## src/rtl/vga_pkg.sv

```systemverilog
`default_nettype none
// +----------------------------------------------------------------------+
// | vga_pkg : shared encodings, colour-bar table and MSB replication     |
// | Revision: 1.0                                                        |
// +----------------------------------------------------------------------+
package vga_pkg;

    typedef enum logic [1:0] {
        FMT_RGB332 = 2'd0,
        FMT_RGB565 = 2'd1,
        FMT_RGB888 = 2'd2,
        FMT_BARS   = 2'd3
    } fmt_t;

    typedef enum logic [1:0] {
        ST_SEEK   = 2'd0,
        ST_WAIT   = 2'd1,
        ST_STREAM = 2'd2
    } state_t;

    // White, yellow, cyan, green, magenta, red, blue, black.
    localparam logic [23:0] BAR_RGB [8] = '{
        24'hFFFFFF, 24'hFFFF00, 24'h00FFFF, 24'h00FF00,
        24'hFF00FF, 24'hFF0000, 24'h0000FF, 24'h000000
    };

    // Fills cwidth bits MSB-first by cycling through val[nbits-1:0] from its MSB.
    function automatic logic [31:0] replicate(input logic [7:0] val, input int nbits,
                                              input int cwidth);
        logic [31:0] acc;
        logic [2:0]  idx;
        acc = '0;
        for (int i = 0; i < 32; i++) begin
            if (i < cwidth) begin
                idx = 3'((nbits - 1) - (i % nbits));
                acc = {acc[30:0], val[idx]};
            end
        end
        return acc;
    endfunction

endpackage
`default_nettype wire

```

## src/rtl/vga_timing_gen.sv

```systemverilog
`default_nettype none
// +----------------------------------------------------------------------+
// | vga_timing_gen : raster counters with active, sync and origin decode |
// | Revision: 1.0                                                        |
// +----------------------------------------------------------------------+
module vga_timing_gen
    import vga_pkg::*;
#(
    parameter int H_ACTIVE = 640,
    parameter int H_FP     = 16,
    parameter int H_SYNC   = 96,
    parameter int H_BP     = 48,
    parameter int V_ACTIVE = 480,
    parameter int V_FP     = 10,
    parameter int V_SYNC   = 2,
    parameter int V_BP     = 33,
    parameter int HW       = 10
) (
    input  logic          clk,
    input  logic          rst,
    input  logic          enable,
    output logic [HW-1:0] hcnt,
    output logic          active,
    output logic          hs_win,
    output logic          vs_win,
    output logic          origin
);

    localparam int HTOTAL = H_ACTIVE + H_FP + H_SYNC + H_BP;
    localparam int VTOTAL = V_ACTIVE + V_FP + V_SYNC + V_BP;
    localparam int VW     = ($clog2(VTOTAL + 1) < 2) ? 2 : $clog2(VTOTAL + 1);

    localparam logic [HW-1:0] H_LAST = HW'(HTOTAL - 1);
    localparam logic [HW-1:0] H_ACT  = HW'(H_ACTIVE);
    localparam logic [HW-1:0] H_SS   = HW'(H_ACTIVE + H_FP);
    localparam logic [HW-1:0] H_SE   = HW'(H_ACTIVE + H_FP + H_SYNC);
    localparam logic [VW-1:0] V_LAST = VW'(VTOTAL - 1);
    localparam logic [VW-1:0] V_ACT  = VW'(V_ACTIVE);
    localparam logic [VW-1:0] V_SS   = VW'(V_ACTIVE + V_FP);
    localparam logic [VW-1:0] V_SE   = VW'(V_ACTIVE + V_FP + V_SYNC);

    logic [VW-1:0] vcnt;

    always_ff @(posedge clk) begin
        if (rst || !enable) begin
            hcnt <= '0;
            vcnt <= '0;
        end else if (hcnt == H_LAST) begin
            hcnt <= '0;
            vcnt <= (vcnt == V_LAST) ? '0 : vcnt + 1'b1;
        end else begin
            hcnt <= hcnt + 1'b1;
        end
    end

    assign active = (hcnt < H_ACT) && (vcnt < V_ACT);
    assign hs_win = (hcnt >= H_SS) && (hcnt < H_SE);
    assign vs_win = (vcnt >= V_SS) && (vcnt < V_SE);
    assign origin = (hcnt == '0) && (vcnt == '0);

endmodule
`default_nettype wire

```

## src/rtl/vga_pixel_engine.sv

```systemverilog
`default_nettype none
// +----------------------------------------------------------------------+
// | vga_pixel_engine : stream-to-raster aligner, colour expansion, pins  |
// | Revision: 1.0                                                        |
// +----------------------------------------------------------------------+
module vga_pixel_engine
    import vga_pkg::*;
#(
    parameter int H_ACTIVE = 640,
    parameter int H_FP     = 16,
    parameter int H_SYNC   = 96,
    parameter int H_BP     = 48,
    parameter int V_ACTIVE = 480,
    parameter int V_FP     = 10,
    parameter int V_SYNC   = 2,
    parameter int V_BP     = 33,
    parameter bit HS_POL   = 1'b0,
    parameter bit VS_POL   = 1'b0,
    parameter int PWIDTH   = 24,
    parameter int CWIDTH   = 10
) (
    input  logic              clk_vga,
    input  logic              rst_vga,
    input  logic              enable,
    input  logic [1:0]        fmt,
    input  logic [PWIDTH-1:0] pix_data,
    input  logic              pix_valid,
    input  logic              pix_sof,
    output logic              pix_ready,
    output logic              vga_hsync,
    output logic              vga_vsync,
    output logic              vga_video_on,
    output logic [CWIDTH-1:0] vga_r,
    output logic [CWIDTH-1:0] vga_g,
    output logic [CWIDTH-1:0] vga_b,
    output logic              frame_start,
    output logic              underflow,
    output logic              misalign,
    input  logic              err_clr
);

    localparam int HTOTAL = H_ACTIVE + H_FP + H_SYNC + H_BP;
    localparam int HW     = ($clog2(HTOTAL + 1) < 4) ? 4 : $clog2(HTOTAL + 1);
    localparam logic [HW-1:0] BAR_W = HW'((H_ACTIVE / 8 > 0) ? H_ACTIVE / 8 : 1);

    logic [HW-1:0] hcnt;
    logic          active, hs_win, vs_win, origin;

    vga_timing_gen #(
        .H_ACTIVE(H_ACTIVE), .H_FP(H_FP), .H_SYNC(H_SYNC), .H_BP(H_BP),
        .V_ACTIVE(V_ACTIVE), .V_FP(V_FP), .V_SYNC(V_SYNC), .V_BP(V_BP),
        .HW(HW)
    ) u_timing (
        .clk    (clk_vga),
        .rst    (rst_vga),
        .enable (enable),
        .hcnt   (hcnt),
        .active (active),
        .hs_win (hs_win),
        .vs_win (vs_win),
        .origin (origin)
    );

    logic [23:0] pix24;

    generate
        if (PWIDTH >= 24) begin : g_pix_wide
            assign pix24 = pix_data[23:0];
        end else begin : g_pix_narrow
            assign pix24 = {{(24 - PWIDTH){1'b0}}, pix_data};
        end
    endgenerate

    state_t state;
    fmt_t   fmt_lat;
    fmt_t   fmt_eff;
    logic   bars, streaming, sof_beat, misalign_hit, underflow_hit;

    // The origin cycle already runs under the format being latched there.
    assign fmt_eff   = origin ? fmt_t'(fmt) : fmt_lat;
    assign bars      = (fmt_eff == FMT_BARS);
    assign streaming = (state == ST_STREAM) || ((state == ST_WAIT) && origin);
    assign sof_beat  = pix_valid && pix_sof;

    assign misalign_hit  = enable && !bars && streaming && active && !origin && sof_beat;
    assign underflow_hit = enable && !bars && streaming && active && !pix_valid;

    always_comb begin
        pix_ready = 1'b0;
        if (enable && !bars) begin
            if (state == ST_SEEK) begin
                pix_ready = !sof_beat;
            end else begin
                pix_ready = streaming && active && !misalign_hit;
            end
        end
    end

    logic [CWIDTH-1:0] px_r, px_g, px_b;

    always_comb begin
        px_r = '0;
        px_g = '0;
        px_b = '0;
        case (fmt_eff)
            FMT_RGB332: begin
                px_r = CWIDTH'(replicate({5'b0, pix24[7:5]}, 3, CWIDTH));
                px_g = CWIDTH'(replicate({5'b0, pix24[4:2]}, 3, CWIDTH));
                px_b = CWIDTH'(replicate({6'b0, pix24[1:0]}, 2, CWIDTH));
            end
            FMT_RGB565: begin
                px_r = CWIDTH'(replicate({3'b0, pix24[15:11]}, 5, CWIDTH));
                px_g = CWIDTH'(replicate({2'b0, pix24[10:5]}, 6, CWIDTH));
                px_b = CWIDTH'(replicate({3'b0, pix24[4:0]}, 5, CWIDTH));
            end
            FMT_RGB888: begin
                px_r = CWIDTH'(replicate(pix24[23:16], 8, CWIDTH));
                px_g = CWIDTH'(replicate(pix24[15:8], 8, CWIDTH));
                px_b = CWIDTH'(replicate(pix24[7:0], 8, CWIDTH));
            end
            default: ;
        endcase
    end

    logic [HW-1:0]     bar_q;
    logic [2:0]        bar_idx;
    logic [23:0]       bar_rgb;
    logic [CWIDTH-1:0] bar_r, bar_g, bar_b;

    assign bar_q   = hcnt / BAR_W;
    assign bar_idx = (bar_q > HW'(7)) ? 3'd7 : bar_q[2:0];
    assign bar_rgb = BAR_RGB[bar_idx];
    assign bar_r   = CWIDTH'(replicate(bar_rgb[23:16], 8, CWIDTH));
    assign bar_g   = CWIDTH'(replicate(bar_rgb[15:8], 8, CWIDTH));
    assign bar_b   = CWIDTH'(replicate(bar_rgb[7:0], 8, CWIDTH));

    always_ff @(posedge clk_vga) begin
        if (rst_vga) begin
            state        <= ST_SEEK;
            fmt_lat      <= FMT_RGB332;
            vga_hsync    <= ~HS_POL;
            vga_vsync    <= ~VS_POL;
            vga_video_on <= 1'b0;
            vga_r        <= '0;
            vga_g        <= '0;
            vga_b        <= '0;
            frame_start  <= 1'b0;
            underflow    <= 1'b0;
            misalign     <= 1'b0;
        end else begin
            vga_r <= '0;
            vga_g <= '0;
            vga_b <= '0;
            if (!enable) begin
                state        <= ST_SEEK;
                vga_hsync    <= ~HS_POL;
                vga_vsync    <= ~VS_POL;
                vga_video_on <= 1'b0;
                frame_start  <= 1'b0;
            end else begin
                if (origin) begin
                    fmt_lat <= fmt_t'(fmt);
                end
                vga_hsync    <= hs_win ? HS_POL : ~HS_POL;
                vga_vsync    <= vs_win ? VS_POL : ~VS_POL;
                vga_video_on <= active;
                frame_start  <= origin;
                if (bars) begin
                    // Parking in SEEK means leaving bar mode resynchronises on sof.
                    state <= ST_SEEK;
                    if (active) begin
                        vga_r <= bar_r;
                        vga_g <= bar_g;
                        vga_b <= bar_b;
                    end
                end else if (streaming && active) begin
                    if (!pix_valid) begin
                        state <= ST_SEEK;
                    end else if (misalign_hit) begin
                        state <= ST_WAIT;
                    end else begin
                        state <= ST_STREAM;
                        vga_r <= px_r;
                        vga_g <= px_g;
                        vga_b <= px_b;
                    end
                end else if ((state == ST_SEEK) && sof_beat) begin
                    state <= ST_WAIT;
                end
            end
            if (underflow_hit) begin
                underflow <= 1'b1;
            end else if (err_clr) begin
                underflow <= 1'b0;
            end
            if (misalign_hit) begin
                misalign <= 1'b1;
            end else if (err_clr) begin
                misalign <= 1'b0;
            end
        end
    end

endmodule
`default_nettype wire

```

## config.mk

```make
export PLATFORM = sky130hd
export DESIGN_NAME = vga_pixel_engine
export DESIGN_NICKNAME = d
export VERILOG_FILES = /design/src/rtl/vga_pkg.sv /design/src/rtl/vga_timing_gen.sv /design/src/rtl/vga_pixel_engine.sv
export SDC_FILE = /design/constraint.sdc
export NUM_CORES = 1
export LEC_CHECK = 0
export BUFFER_PORTS_ARGS = -buffer_cell sky130_fd_sc_hd__buf_4
export CORE_MARGIN = 2
export CORE_UTILIZATION = 49
export CTS_BUF_LIST = sky130_fd_sc_hd__clkbuf_16
export DETAILED_ROUTE_END_ITERATION = 10
export PLACE_DENSITY = 0.83
export SYNTH_ARGS = -nofsm -noshare
export SYNTH_HDL_FRONTEND = slang
export SYNTH_SLANG_ARGS = --single-unit
```

## constraint.sdc

```tcl
create_clock -name clk_vga -period 2.2 [get_ports clk_vga]
set_clock_uncertainty 0.1 [all_clocks]
set_input_delay 0.11 -clock clk_vga [delete_from_list [all_inputs] [get_ports clk_vga]]
set_output_delay 0.11 -clock clk_vga [all_outputs]
set_load 0.05 [all_outputs]
```

Word level (Yosys, flattened, before mapping)

Memory sizes are Yosys's and may differ from the RTL's.
Index checks and enable logic that the tools add are counted.
W data, S select, Z words.

Memories: 1
Output and inout port bits: 37
Memory bits (read-only): 192
Bits in registers: 60
Bits in latches: 0
RAM bits: 0

Memories:

| name            | depth | width | read ports | clocked after memory_dff | wr ports | line                    | RTL |
|---|---|---|---|---|---|---|---|
| (no name shown) | 8     | 24    | 1          | 0                        | 0        | vga_pixel_engine.sv:132 | `assign bar_rgb = BAR_RGB[bar_idx];` |

Reductions and logical operators: 33
Div/mod/pow operators: 1
Mux-type cells: 34
Order comparisons: 8
$add $sub $neg: 2
Shifts and indexed selects: 0
Bitwise operators: 2
$mul: 0
Eq/ne operators: 7

Operator list:

| operator                | number |
|---|---|
| $mux W10                | 16 |
| $pmux W10 S3            | 3 |
| $mux W24                | 2 |
| $add A10 B1 Y10 const B | 2 |
| $eq A10 B10 Y1 const B  | 2 |
| $logic_not A10 Y1       | 2 |
| $lt A10 B10 Y1 const B  | 2 |
| $lt A10 B9 Y1 const B   | 2 |
| $logic_and A1 B1 Y1     | 15 |
| $div A10 B7 Y10 const B | 1 |
| $ge A10 B10 Y1 const B  | 1 |
| $ge A10 B9 Y1 const B   | 1 |
| $gt A10 B3 Y1 const B   | 1 |
| $mux W2                 | 5 |
| $mux W1                 | 7 |
| $eq A2 B2 Y1 const B    | 3 |
| $logic_not A1 Y1        | 6 |
| $reduce_bool A2 Y1      | 3 |
| $eq A2 B1 Y1 const B    | 2 |
| $ge A4 B4 Y1 const B    | 1 |
| $logic_not A2 Y1        | 2 |
| $not A3 Y4              | 1 |
| $reduce_or A2 Y1        | 2 |
| $mux W3                 | 1 |
| 3 further kinds         | 4 |

Depth between registers and ports, before layout

Word-level depth: 14
Gate-level depth with buffers: 10
Gate-level depth less buffers: 8

Modules after synthesis

Synthesis repeated with hierarchy kept, for this count alone.

Cell total of the unflattened synthesis: 368
Area total of the unflattened synthesis: 3067.9 um^2

By module, submodules not included:

| module           | cells each | area an instance (um^2) | times used | seq. area each (um^2) |
|---|---|---|---|---|
| vga_pixel_engine | 238        | 2013.2                  | 1          | 800.8 |
| vga_timing_gen   | 130        | 1054.8                  | 1          | 400.4 |

Worst setup path after synthesis

Ideal clock, no wire load.

Path kind: register to register
From: register u_timing.hcnt[0]
To: register vga_g[9]
Cell stages (with the launch flop): 10
Required time: 2026 ps
Arrival time: 2083 ps
Setup slack: -57 ps
Buffers on the path: 1
Library setup time: 74 ps
Path through: dfxtp_1 -> inv_1 -> ha_1 -> nor3b_1 -> nand4_2 -> nor2_2 -> mux2i_2 -> buf_2 -> o21ai_0 -> a31oi_1

Word-level cells in the longest chain between the ends: 14
Elaborated cells between the ends (all ways): 32
Classes of those cells: div: 1; order compare: 2; eq/ne: 3; mux: 10; bitwise: 1; reduce/logical: 14; memory: 1

Ends and longest elaborated chain:

| what                                                                    | line                    | RTL |
|---|---|---|
| from (decl)                                                             | vga_timing_gen.sv:22    | `output logic [HW-1:0] hcnt,` |
| from (signal assigned)                                                  | vga_timing_gen.sv:52    | `hcnt <= hcnt + 1'b1;` |
| parallel branches: the longest is 13 deep, another holds $mem_v2 Z8 W24 | --                      |  |
| $mux W10 *                                                              | vga_pixel_engine.sv:168 | `if (bars) begin` |
| to (signal assigned)                                                    | vga_pixel_engine.sv:173 | `vga_g <= bar_g;` |
| to (signal assigned)                                                    | vga_pixel_engine.sv:184 | `vga_g <= px_g;` |
| to (decl)                                                               | vga_pixel_engine.sv:34  | `output logic [CWIDTH-1:0] vga_g,` |

Mark *: on every way between the ends. The select of a mux whose other input is x is not followed.
A chain may end at the register's enable or synchronous reset.

Worst setup path in the final report

From: register u_timing.vcnt[2]
To: register vga_g[2]

Word-level cells in the longest chain between the ends: 14
Elaborated cells between the ends (all ways): 25
Classes of those cells: order compare: 1; eq/ne: 3; mux: 7; reduce/logical: 14

Ends and longest elaborated chain:

| what                             | line                    | RTL |
|---|---|---|
| from (decl)                      | vga_timing_gen.sv:42    | `logic [VW-1:0] vcnt;` |
| from (signal assigned)           | vga_timing_gen.sv:50    | `vcnt <= (vcnt == V_LAST) ? '0 : vcnt + 1'b1;` |
| $logic_not A10 Y1                | vga_timing_gen.sv:59    | `assign origin = (hcnt == '0) && (vcnt == '0);` |
| $logic_and A1 B1 Y1              | vga_timing_gen.sv:59    |  |
| $mux W2                          | --                      |  |
| $eq A2 B2 Y1                     | vga_pixel_engine.sv:81  | `assign bars = (fmt_eff == FMT_BARS);` |
| $logic_not A1 Y1                 | vga_pixel_engine.sv:85  | `assign misalign_hit = enable && !bars && streaming && active && !origin && sof_beat;` |
| $logic_and A1 B1 Y1 (5 in a row) | vga_pixel_engine.sv:85  |  |
| $mux W10                         | vga_pixel_engine.sv:179 | `end else if (misalign_hit) begin` |
| $mux W10                         | vga_pixel_engine.sv:177 | `if (!pix_valid) begin` |
| $mux W10                         | vga_pixel_engine.sv:176 | `end else if (streaming && active) begin` |
| $mux W10 *                       | vga_pixel_engine.sv:168 |  |

Mark *: on every way between the ends. The rest lies on a longest branch, timed or not.

==> metrics.txt <==
nets 566; Post-Synth Adder-Cell Area 1.92%; simple-gate share of the synthesized area 26.7%; slowest stage cell, crit path nor4_4; syn_area_per_cell 8.51 um^2; Post-Syn Instances 382; clock transition at the registers of the reported paths 60 ps; drt first pass iters 6; Initial Utilization 50.9%; CP cell instances nor4_4 > nand4_4 > buf_6 > buf_6 > o21ai_2 > buf_6 > buf_6 > and3_4 > nor3_2 > o31ai_2; vias in the first global route 3490; Tot GR Track Use 28.4%; worst hold-check path type input port to flop; Slew @ Worst Pin 448 ps; total grt overflow 0; R2R setup slack -180 ps; Die Area 7300 um^2; Tmin final 2380 ps; failing checks hold timing, setup timing; initial DRC count 499; worst vdd ir 0.000708 V; final worst slack -183 ps; Die Span X 85.5 um; Buf/Inv on CP 4; flops & latches, synth 60; initial antenna violation count 0; main combinational cell family by area after synthesis simple AND/OR/NAND/NOR gates; synthesized cell area 3250 um^2; Min Hold Slack -10.5 ps; WL/cell 22.2 um; Rel. slew slack 69.9%; Pwr per Cell Area 608 nW/um^2; CP arrival 2510 ps; P&R area growth vs syn 57.2%; # setup viols final 31; port bufs 68; most used cell, CP buf_6; r2r endpoint vga_g[2]$_SDFF_PP0_; Lkg Pwr 2.14 nW; vias 4040; Stages on worst setup path 10; Max-Cap Viols 0; Post-Layout Cell Count 611; setup TNS -2060 ps; Critical Path Max Stage Delay 380 ps; R2R cell count 10; Critical Path Fanout Max 7; Hold Path Depth 3; Routed WL 13.6 mm; Synth cell types 65; fraction of layout cells with a size suffix above 1 43.1%; DR DRC count 0; crit-path leading delay family simple AND/OR/NAND/NOR gates; Post-synth EDFFs 0; largest net degree at the start of global routing 14; vias per inst 6.61; H-Tree Depth 3; CP startpoint u_timing.vcnt[2]$_SDFFE_PP0P_; placed insts 560; antenna viol nets, final 0; xor/xnor cell area share of the yosys netlist 3.50%; CP endpoint vga_g[2]$_SDFF_PP0_; Antenna Cells 0; Num Clock Sinks 60; CTS tree done; WS Path Type flop to flop; Synth Flop Type dfxtp_1; CTS Root Cell clkbuf_16; clock buffer depth 2; Period Utilization, post-route 108%; # IOs 69; Seq/Total Area, Yosys 37.0%; Reg-to-Reg Start u_timing.vcnt[2]$_SDFFE_PP0P_; critical path endpoint category flop; asr flop ratio synth 0%; Cell Rows 29; Synthesized Nets 419; fin. max-slew vios 0; height of the chip 85.5 um; endpoints failing hold 1; Placer Congestion 0.952; synth warn 0; worst skew pair latency 340 ps; Core Region 6390 um^2; f_max 0.420 GHz; unrepaired setup endpoints after global routing yes; CP Launch Type flop; Worst Path Required 2330 ps; total CTS buffers 9; status finished, violations left; global-route wire length before repair 16.4 mm; HPWL after detailed placement 6.65 mm; mux share of post-synthesis cell area 3.23%; Synth Area in Compound Gates 22.8%
==> worst register-to-register path: stages, from the launching register on <==
cell and delay [ps]:
dfxtp_2 330, nor4_4 380, nand4_4 180, buf_6 170, buf_6 120, o21ai_2 130, buf_6 160, buf_6 130
and3_4 190, nor3_2 50, o31ai_2 330
==> final cells by class <==
type | instances | area (um^2)
inverters | 13 | 48.8
clock buffers | 9 | 225
repair buffers | 153 | 1260
fillers | 325 | 1280
flip-flops and latches | 60 | 1210
clock inverters | 7 | 58.8
well taps | 77 | 96.3
multi-input cells | 292 | 2210
==> sequential cells by signal (all words and copies together) (netlist names), 2 cells and up <==
name,cells
fmt_lat,2
state,2
u_timing.hcnt,10
u_timing.vcnt,10
vga_b,10
vga_g,10
vga_r,10
==> report_power, final <==
part | switching (mW) | internal, mW | leakage [nW]
sequential | 0.0146 | 1.11 | 0.490
combinational | 0.340 | 0.257 | 1.51
clock | 0.527 | 0.859 | 0.141
==> placed cells by master, fill, tap and decap left out, types with 4 or more instances in the layout <==
master / count
buf_4: 120
dfxtp_1: 52
nand2_1: 33
nor2_1: 29
dlygate4sd3_1: 20
a31oi_1: 13
inv_1: 12
o21ai_1: 12
nand3_1: 11
a21oi_1: 11
buf_6: 11
xor2_1: 10
nor2b_1: 9
clkbuf_16: 9
o221ai_1: 8
o21ai_0: 8
dfxtp_2: 8
nand4_1: 7
o21ai_2: 7
nand2b_1: 7
mux2i_1: 7
and3_1: 6
or3_1: 6
and3_4: 5
a21boi_0: 5
a21oi_2: 4
a21boi_1: 4
o22ai_2: 4
ha_1: 4
==> synth_stat cells, drive strengths merged, types with 8 or more instances <==
master | count | area [um^2]
a21boi | 12 | 90.1
a21oi | 16 | 83.8
a31oi | 14 | 87.6
and3 | 12 | 75.1
buf | 15 | 103
dfxtp | 60 | 1200
inv | 13 | 48.8
mux2i | 9 | 93.8
nand2 | 35 | 131
nand3 | 14 | 85.1
nand4 | 8 | 56.3
nor2 | 32 | 123
nor2b | 10 | 62.6
o21ai | 28 | 148
o221ai | 9 | 78.8
xor2 | 10 | 87.6
==> per-stage QoR <==
| step | instance area, um^2 | utilization [%] | hold WS, ps | worst slack [ps] | power, mW |
|---|---|---|---|---|---|
| 3_3_place_gp | 4140 | 64.8 | 211 | -22.1 | 1.54 |
| 3_5_place_dp | 4140 | 64.8 | 222 | -105 | 1.55 |
| 4_1_cts | 4790 | 75.0 | 0.954 | -87.9 | 2.94 |
| 5_1_grt | 5110 | 80.0 | 25.2 | -329 | 3.17 |
| 2_1_floorplan | 3270 | - | 74.6 | 34.6 | 1.39 |
| 6_report | 5110 | 80.0 | -10.5 | -183 | 3.11 |
==> timing repair <==
action / in CTS / in global routing
gates resized for setup: 33 / 79
hold buffers: 20 / 0
pin swaps: 12 / 32
setup buffers: 7 / 9
endpoints found under the setup margin: 32 / 32
hold endpoints to repair: 20 / 0
gates cloned: 1 / 0
==> logic make-up after synthesis <==
family	count (synthesis)
compound gates	109
xor+xnor	13
fa+ha+maj	5
simple gates	155
flops	60
buf+inv	30
mux	10
==> worst min path at each step <==
| stage | endpoint | slack, ps | start |
|---|---|---|---|
| finish | vga_r[9]$_SDFF_PP0_ | -10 | pix_data[15] |
| global route | vga_r[0]$_SDFF_PP0_ | 30 | pix_data[22] |
| CTS | vga_r[2]$_SDFF_PP0_ | 1 | pix_data[16] |
| detailed placement | fmt_lat[1]$_SDFFE_PP0P_ | 220 | rst_vga |
| global placement | fmt_lat[1]$_SDFFE_PP0P_ | 210 | rst_vga |
| floorplan | fmt_lat[1]$_SDFFE_PP0P_ | 70 | rst_vga |
==> routing by layer <==
metal / part of all wire, % / up-vias / track usage, %
li1: - / 1692 / -
met1: 34 / 1865 / 31.2
met2: 49 / 380 / 49.3
met3: 10 / 103 / 8.27
met4: 6.2 / 0 / 14.7
met5: 0 / - / 0
No activity file was read; power rests on OpenSTA's default activity.
